<file path="src/rtl/q_neuron_if.sv">
// Handshake and weight-write bus of the q_neuron block.
// The master side feeds samples, writes weights and consumes results; the
// slave side is the neuron itself.
interface q_neuron_if #(
  parameter int N_INPUTS = 4,
  parameter int DATA_W   = 8
);
  localparam int AW = $clog2(N_INPUTS + 1);

  // Sample stream into the neuron
  logic                     in_valid;
  logic                     in_ready;
  logic signed [DATA_W-1:0] in_data;

  // Weight / bias register file write port
  logic                     w_we;
  logic [AW-1:0]            w_addr;
  logic signed [DATA_W-1:0] w_data;

  // Result stream out of the neuron
  logic                     out_valid;
  logic                     out_ready;
  logic signed [DATA_W-1:0] value;

  modport master (
    output in_valid, in_data, w_we, w_addr, w_data, out_ready,
    input  in_ready, out_valid, value
  );

  modport slave (
    input  in_valid, in_data, w_we, w_addr, w_data, out_ready,
    output in_ready, out_valid, value
  );
endinterface

</file>
<file path="src/rtl/q_neuron.sv">
// Single sequential neuron: multiply-accumulates N_INPUTS signed Q-format
// samples against stored weights, then adds a bias, rounds half-up,
// optionally applies ReLU and saturates to DATA_W bits.
module q_neuron #(
  parameter int N_INPUTS  = 4,
  parameter int DATA_W    = 8,
  parameter int FRAC_BITS = 4,
  parameter int RELU      = 0
) (
  input  logic     clk,
  input  logic     reset,
  q_neuron_if.slave bus
);

  localparam int AW    = $clog2(N_INPUTS + 1);
  localparam int PROD_W = 2 * DATA_W;
  localparam int ACC_W = 2 * DATA_W + AW;
  localparam int SUM_W = ACC_W + 1;

  localparam logic signed [SUM_W-1:0] HALF = SUM_W'(1) <<< (FRAC_BITS - 1);
  localparam logic signed [SUM_W-1:0] MAXV = SUM_W'((1 <<< (DATA_W - 1)) - 1);
  localparam logic signed [SUM_W-1:0] MINV = -(SUM_W'(1) <<< (DATA_W - 1));

  typedef enum logic [1:0] {
    S_ACCUM,
    S_FINISH,
    S_OUT
  } state_t;

  state_t state_q;
  state_t state_d;

  logic signed [DATA_W-1:0] wt [N_INPUTS+1];

  logic signed [ACC_W-1:0]  acc_p0;
  logic [AW-1:0]            idx_p0;
  logic signed [DATA_W-1:0] value_p1;
  logic                     vld_p1;

  logic                     accept;
  logic signed [DATA_W-1:0] w_cur;
  logic signed [PROD_W-1:0] prod;
  logic signed [SUM_W-1:0]  sum;

  // Half-up rounding: add half an output LSB, then drop the extra fraction bits
  function automatic logic signed [SUM_W-1:0] round_shift(input logic signed [SUM_W-1:0] x);
    return (x + HALF) >>> FRAC_BITS;
  endfunction

  // Optional ReLU applied before saturation
  function automatic logic signed [SUM_W-1:0] activate(input logic signed [SUM_W-1:0] x);
    if ((RELU != 0) && x[SUM_W-1])
      return '0;
    return x;
  endfunction

  // Clamp to the representable DATA_W range
  function automatic logic signed [DATA_W-1:0] saturate(input logic signed [SUM_W-1:0] x);
    if (x > MAXV)
      return MAXV[DATA_W-1:0];
    if (x < MINV)
      return MINV[DATA_W-1:0];
    return x[DATA_W-1:0];
  endfunction

  assign accept = bus.in_valid && (state_q == S_ACCUM);
  assign w_cur  = wt[idx_p0];
  // Both operands are sign-extended to the full product width first
  assign prod   = PROD_W'(bus.in_data) * PROD_W'(w_cur);
  // Bias is aligned to the product's 2*FRAC_BITS fraction before adding
  assign sum    = SUM_W'(acc_p0) + (SUM_W'(wt[N_INPUTS]) <<< FRAC_BITS);

  assign bus.value     = value_p1;
  assign bus.out_valid = vld_p1;

  // State register
  always_ff @(posedge clk or posedge reset) begin
    if (reset)
      state_q <= S_ACCUM;
    else
      state_q <= state_d;
  end

  // Next-state logic; in_ready depends on state only
  always_comb begin
    state_d      = state_q;
    bus.in_ready = 1'b0;
    case (state_q)
      S_ACCUM: begin
        bus.in_ready = 1'b1;
        if (bus.in_valid && (idx_p0 == AW'(N_INPUTS - 1)))
          state_d = S_FINISH;
      end
      S_FINISH: state_d = S_OUT;
      S_OUT: begin
        if (bus.out_ready)
          state_d = S_ACCUM;
      end
      default: state_d = S_ACCUM;
    endcase
  end

  // Weight/bias register file; writes land in any state, reads see the old value
  always_ff @(posedge clk or posedge reset) begin
    if (reset) begin
      for (int i = 0; i <= N_INPUTS; i++)
        wt[i] <= '0;
    end else if (bus.w_we && (bus.w_addr <= AW'(N_INPUTS))) begin
      wt[bus.w_addr] <= bus.w_data;
    end
  end

  // Stage p0: accumulate one product per accepted sample
  // Stage p1: finalize result and hold it until the consumer takes it
  always_ff @(posedge clk or posedge reset) begin
    if (reset) begin
      acc_p0   <= '0;
      idx_p0   <= '0;
      value_p1 <= '0;
      vld_p1   <= 1'b0;
    end else begin
      case (state_q)
        S_ACCUM: begin
          if (accept) begin
            acc_p0 <= acc_p0 + ACC_W'(prod);
            idx_p0 <= idx_p0 + AW'(1);
          end
        end
        S_FINISH: begin
          value_p1 <= saturate(activate(round_shift(sum)));
          vld_p1   <= 1'b1;
        end
        S_OUT: begin
          if (bus.out_ready) begin
            vld_p1 <= 1'b0;
            acc_p0 <= '0;
            idx_p0 <= '0;
          end
        end
        default: ;
      endcase
    end
  end

endmodule

</file>
<file path="src/flat_wrapper.sv">
// flat-port wrapper written by rule: the top's interface ports become plain ports
module q_neuron_flat 
#(
  parameter int N_INPUTS  = 4,
  parameter int DATA_W    = 8,
  parameter int FRAC_BITS = 4,
  parameter int RELU      = 0
)
  (clk, reset, bus_in_valid, bus_in_data, bus_w_we, bus_w_addr, bus_w_data, bus_out_ready, bus_in_ready, bus_out_valid, bus_value);
  q_neuron_if #(.N_INPUTS(N_INPUTS), .DATA_W(DATA_W)) bus_i ();
  input  logic clk;
  input  logic reset;
  input wire logic [$bits(bus_i.in_valid)-1:0] bus_in_valid;
  input wire logic [$bits(bus_i.in_data)-1:0] bus_in_data;
  input wire logic [$bits(bus_i.w_we)-1:0] bus_w_we;
  input wire logic [$bits(bus_i.w_addr)-1:0] bus_w_addr;
  input wire logic [$bits(bus_i.w_data)-1:0] bus_w_data;
  input wire logic [$bits(bus_i.out_ready)-1:0] bus_out_ready;
  output wire logic [$bits(bus_i.in_ready)-1:0] bus_in_ready;
  output wire logic [$bits(bus_i.out_valid)-1:0] bus_out_valid;
  output wire logic [$bits(bus_i.value)-1:0] bus_value;
  assign bus_i.in_valid = bus_in_valid;
  assign bus_i.in_data = bus_in_data;
  assign bus_i.w_we = bus_w_we;
  assign bus_i.w_addr = bus_w_addr;
  assign bus_i.w_data = bus_w_data;
  assign bus_i.out_ready = bus_out_ready;
  assign bus_in_ready = bus_i.in_ready;
  assign bus_out_valid = bus_i.out_valid;
  assign bus_value = bus_i.value;
  q_neuron #(.N_INPUTS(N_INPUTS), .DATA_W(DATA_W), .FRAC_BITS(FRAC_BITS), .RELU(RELU)) u_core (.clk(clk), .reset(reset), .bus(bus_i));
endmodule
</file>
<file path="config.mk">
export PLATFORM = sky130hd
export DESIGN_NAME = q_neuron_flat
export DESIGN_NICKNAME = d
export VERILOG_FILES = /design/src/rtl/q_neuron_if.sv /design/src/rtl/q_neuron.sv /design/src/flat_wrapper.sv
export SDC_FILE = /design/constraint.sdc
export NUM_CORES = 1
export LEC_CHECK = 0
export BUFFER_PORTS_ARGS = -buffer_cell sky130_fd_sc_hd__buf_4
export CAP_MARGIN = 20
export CORE_MARGIN = 2
export CORE_UTILIZATION = 64
export DETAILED_ROUTE_END_ITERATION = 10
export PLACE_DENSITY = 0.92
export RECOVER_POWER = 100
export SLEW_MARGIN = 15
export SYNTH_ARGS = -nofsm -noshare
export SYNTH_HDL_FRONTEND = slang
export SYNTH_SLANG_ARGS = --single-unit
export TNS_END_PERCENT = 50
</file>
<file path="constraint.sdc">
create_clock -name clk -period 6.9 [get_ports clk]
set_input_delay 0.69 -clock clk [delete_from_list [all_inputs] [get_ports clk]]
set_output_delay 0.69 -clock clk [all_outputs]
set_load 0.005 [all_outputs]
</file>
After elaboration in Yosys (flattened, before gate mapping)
Cells that the tools add are included.

storage, ports and cells
  output and inout port bits = 10
  input port bits = 24
  flip-flop bits (word level) = 73
  word-level logic and storage cells = 66

operators by class
  add/sub/neg operators = 4
  $mul = 1
  $lt $le $gt $ge = 6
  bitwise operators = 2
  reduce and logical (&&, ||, !) cells = 10
  muxes and demuxes = 27
  equality and inequality tests = 6

operators by type and width
  cell                                                                              count
  8-bit two-way mux                                                                 7
  40-bit bitwise mux                                                                1
  19-bit two-way mux                                                                2
  19-bit one-hot mux with 2 select lines                                            1
  8-bit binary-select mux with 3-bit select                                         1
  8-bit demux with 3-bit select                                                     1
  19-bit by 12-bit adder with 20-bit output                                         1
  20-bit by 5-bit adder with 20-bit output, second input constant                   1
  19-bit by 16-bit adder with 19-bit output                                         1
  16-bit by 8-bit greater-than comparator with 1-bit output, second input constant  1
  16-bit by 8-bit < comparator with 1-bit output, second input constant             1
  8-bit by 8-bit multiplier with 16-bit output                                      1
  4-bit >= comparator, second input constant                                        2
  3-bit inverter with 4-bit output                                                  2
  1-bit two-way mux                                                                 7
  3-bit two-way mux                                                                 2
  2-bit one-hot mux with 3 select lines                                             1
  3-bit one-hot mux with 2 select lines                                             1
  1-bit logical AND                                                                 4
  4-bit by 1-bit < comparator with 1-bit output, second input constant              1
  2-bit two-way mux                                                                 2
  2-bit inequality test, second input constant                                      2
  2-bit AND reduction                                                               2
  2-bit nonzero test                                                                2
  9 further kinds                                                                   9

Longest topological paths before layout
  depth after elaboration = 9
  mapped depth = 22
  depth with buffers taken out = 22

Worst setup path before layout
No wires, ideal clock.

  path kind = register -> register
  start = register u_core.idx_p0[0]
  end = register u_core.acc_p0[18]
  arrival = 6.278 ns
  buffers on the path = 1
  library setup time = 0.133 ns
  required time = 6.767 ns
  stages on the path, launching flop included = 20
  setup slack = 0.489 ns
  path through = dfrtp_1 > buf_1 > nor3_1 > a22o_1 > and2_1 > inv_1 > fa_1 > inv_1 > fa_1 > fa_1 > fa_1 > fa_1 > ha_1 > a21oi_1 > o21a_1 > o41ai_1 > a2111o_1 > a31oi_1 > xnor2_1 > o21ai_0

between the ends
  word-level cells in the longest chain between the ends = 8

RTL lines
  item                                                    RTL line         text
  from (decl)                                             q_neuron.sv:36   logic [AW-1:0] idx_p0;
  from (signal assigned)                                  q_neuron.sv:126  idx_p0 <= idx_p0 + AW'(1);
  3-bit inverter with 4-bit output (not written as such)  q_neuron.sv:67   assign w_cur = wt[idx_p0];
  8-bit binary-select mux with 3-bit select               q_neuron.sv:67
  8-bit two-way mux (not written as such) (2 in a row)    q_neuron.sv:67
  8-bit by 8-bit multiplier with 16-bit output            q_neuron.sv:69   assign prod = PROD_W'(bus.in_data) * PROD_W'(w_cur);
  19-bit by 16-bit adder with 19-bit output               q_neuron.sv:125  acc_p0 <= acc_p0 + ACC_W'(prod);
  19-bit two-way mux                                      q_neuron.sv:124  if (accept) begin
  19-bit one-hot mux with 2 select lines                  q_neuron.sv:122  case (state_q)
  to (signal assigned)                                    q_neuron.sv:125
  to (decl)                                               q_neuron.sv:35   logic signed [ACC_W-1:0] acc_p0;

No other way between the ends. The select of a mux whose other input is x is not followed.
A chain may end at the register's enable or synchronous reset.

Final worst setup path
  start = register u_core.idx_p0[0]
  end = register u_core.acc_p0[17]

The elaborated chain is that of the path after synthesis.

==> metrics.txt <==
clk_lat worst skew 0.34 ns; Critical Path Start u_core.idx_p0[0]; first-pass GRT wire length 31000 µm; pin count of the biggest net entering global routing 74; Initial DRT Pass Iterations 5; layout cell share with drive strength beyond 1 0.154; FF+latch area 1830 µm²; Via density 6.32; crit start category flop; Synth Cell Area roughly 7400 µm²; final hold violation count 0; Final min period roughly 6.6 ns; fillcell total 750; register area share after synthesis 0.246; RSZ-0062 raised after global routing no; clk buf depth 2; capturing point of the worst reg2reg path u_core.acc_p0[17]; Slew @ Worst Pin 3.92 ns; most common library cells after synthesis 94 x inv_1, 85 x fa_1, 73 x dfrtp_1, 61 x ha_1, 54 x nand2_1; ys async rst share 1.00; initial antenna violation count 0; Layout area overhead 10.2%; Hold Crit Class flop to flop; Post-Syn Instances 715; outcome complete, but fails checks; share of the synthesized area in the top cell type 0.246; initial DRC count slightly above 500; clock-pin slew on the worst setup and hold paths 0.06 ns; EDFF count, synth 0; # port buffers 33; CTS Sinks 73; All-Layer GR Usage 0.315; slew margin rel. -1.61; Max Freq 151 MHz; nets@finish 925; ys flop type dfrtp_1; synth warn 0; WP data required 7.10 ns; vias in the first global route ~6300; Worst R2R Start u_core.idx_p0[0]; wire length per cell 20.6 µm; setup violators final 0; antenna cells 0; leading area contributor after synthesis dfrtp_1; Chip Height 112 µm; CTS tree done; placer's final routability congestion estimate about 0.94; area of the multi-input gates 5170 µm²; # rows 39; Synth cell types 66; DRC viols 0; Chip Width 112 µm; Initial Utilization 0.654; total gr overflow 0; Slew Limit Fails 74; syn nets 885; critical-path maximum fanout 6; number of H-tree levels 3; CTS buffer count 9; crit path DAT 6.82 ns; failing checks max-capacitance violations, max-slew violations; skew final 0.00892 ns; cell with the most instances after synthesis inv_1; dpl cells 887; top cells by area, synth dfrtp_1 25%, fa_1 23%, ha_1 10%, mux2_2 6.1%, inv_1 4.7%; Max-cap violations 1; drt total wl 18600 µm; Post-DP HPWL between 10000 and 15000 µm; Antenna Violating Nets Remaining 0; Period Utilization, post-route 0.959; DR vias between 5000 and 6000; Root Driver clkbuf_16; FF+latch count, synth 73; core area 11400 µm²; Die Area roughly 12000 µm²; R2R cell count 19; Boundary Pins 34; WS Path Type flop to flop; Critical Path End Type flop; syn avg cell area 10.4 µm²; final std cells w/o fill 903; CP Capture Point u_core.acc_p0[17]; setup tns final 0 ns; reg-to-reg slack, setup 0.28 ns
placed cells by master (no fill, tap or decap), types with 6 or more instances in the layout:
master	instances
fa_1	85
o21ai_0	25
nor3_1	13
nor2b_1	39
nor2_1	28
inv_1	94
a21oi_1	22
dfrtp_1	73
nand2_1	54
clkbuf_16	9
mux4_2	8
nand2b_1	10
buf_4	28
clkbuf_4	12
mux2_2	39
nand3_1	9
xnor2_1	18
xor2_1	10
o311ai_0	6
clkbuf_1	8
ha_1	61
a21o_1	8
a22o_1	10
timing repair:
item | CTS | global route
setup endpoints to repair | 0 | 3
setup buffers | 0 | 0
hold buffers | 0 | 0
resized for setup | 0 | 4
sequential cells by signal (all words and copies together), names as in the netlist:
name                  count
u_core.idx_p0             3
u_core.bus.out_valid      1
u_core.state_q            2
u_core.acc_p0            19
u_core.bus.value          8
u_core.wt                40
cell families (layout without fill, tap and decap cells):
group,count (synthesis),in the layout,synth area share
AO/OA/AOI/OAI,124,124,0.120
XOR/XNOR,28,28,0.0330
adder cells (fa/ha/maj),146,146,0.331
buffers and inverters,114,159,0.0597
flip-flops,73,73,0.246
multiplexers,50,50,0.0875
AND/OR/NAND/NOR,180,180,0.123
metal layers:
metal  share of wire  vias up  track usage
met2            0.50      280        0.523
li1                -     2523            -
met3           0.057       83       0.0517
met4           0.056        0        0.165
met5               0        -            0
met1            0.39     2823        0.399
worst min-delay path by stage:
stage                   startpoint  cells past startpoint                   to
2_1_floorplan     u_core.acc_p0[1]                      1     u_core.acc_p0[1]
3_3_place_gp   u_core.bus.value[7]                      2  u_core.bus.value[7]
3_5_place_dp      u_core.acc_p0[2]                      1     u_core.acc_p0[2]
4_1_cts           u_core.acc_p0[1]                      1     u_core.acc_p0[1]
5_1_grt           u_core.acc_p0[1]                      1     u_core.acc_p0[1]
6_report          u_core.acc_p0[1]                      1     u_core.acc_p0[1]
critical path, stage by stage, from the launching register on:
cell,delay [ns]
dfrtp_1,0.53
mux4_2,0.60
a22oi_1,0.52
clkbuf_1,0.31
nor2b_1,0.10
fa_1,0.40
fa_1,0.54
inv_1,0.05
fa_1,0.48
inv_1,0.06
fa_1,0.50
ha_1,0.31
ha_1,0.34
a21o_1,0.22
a2111o_1,0.49
a311oi_2,0.38
o21ai_0,0.18
a31oi_1,0.23
xor2_1,0.16
o21ai_0,0.09
cell type report:
| class | count | area share |
|---|---|---|
| clock buffers | 11 | 0.0308 |
| clock inverters | 5 | 0.0104 |
| repair buffers | 48 | 0.0403 |
| inverters | 95 | 0.0435 |
| well taps | 143 | 0.0218 |
| multi-input cells | 528 | 0.630 |
| flip-flops and latches | 73 | 0.223 |
through the flow:
stage	hold WS (ns)	instance area (µm²)	utilization	worst slack [ns]
floorplan	0.466	7440	-	0.489
global placement	0.482	7880	0.693	0.608
detailed placement	0.486	7890	0.694	0.263
CTS	0.505	8220	0.723	0.227
global route	0.515	8200	0.721	0.00810
finish	0.508	8200	0.721	0.280
Power is not shown: default switching activity piles up to over one toggle a cycle in this logic, so the estimate is an artifact.
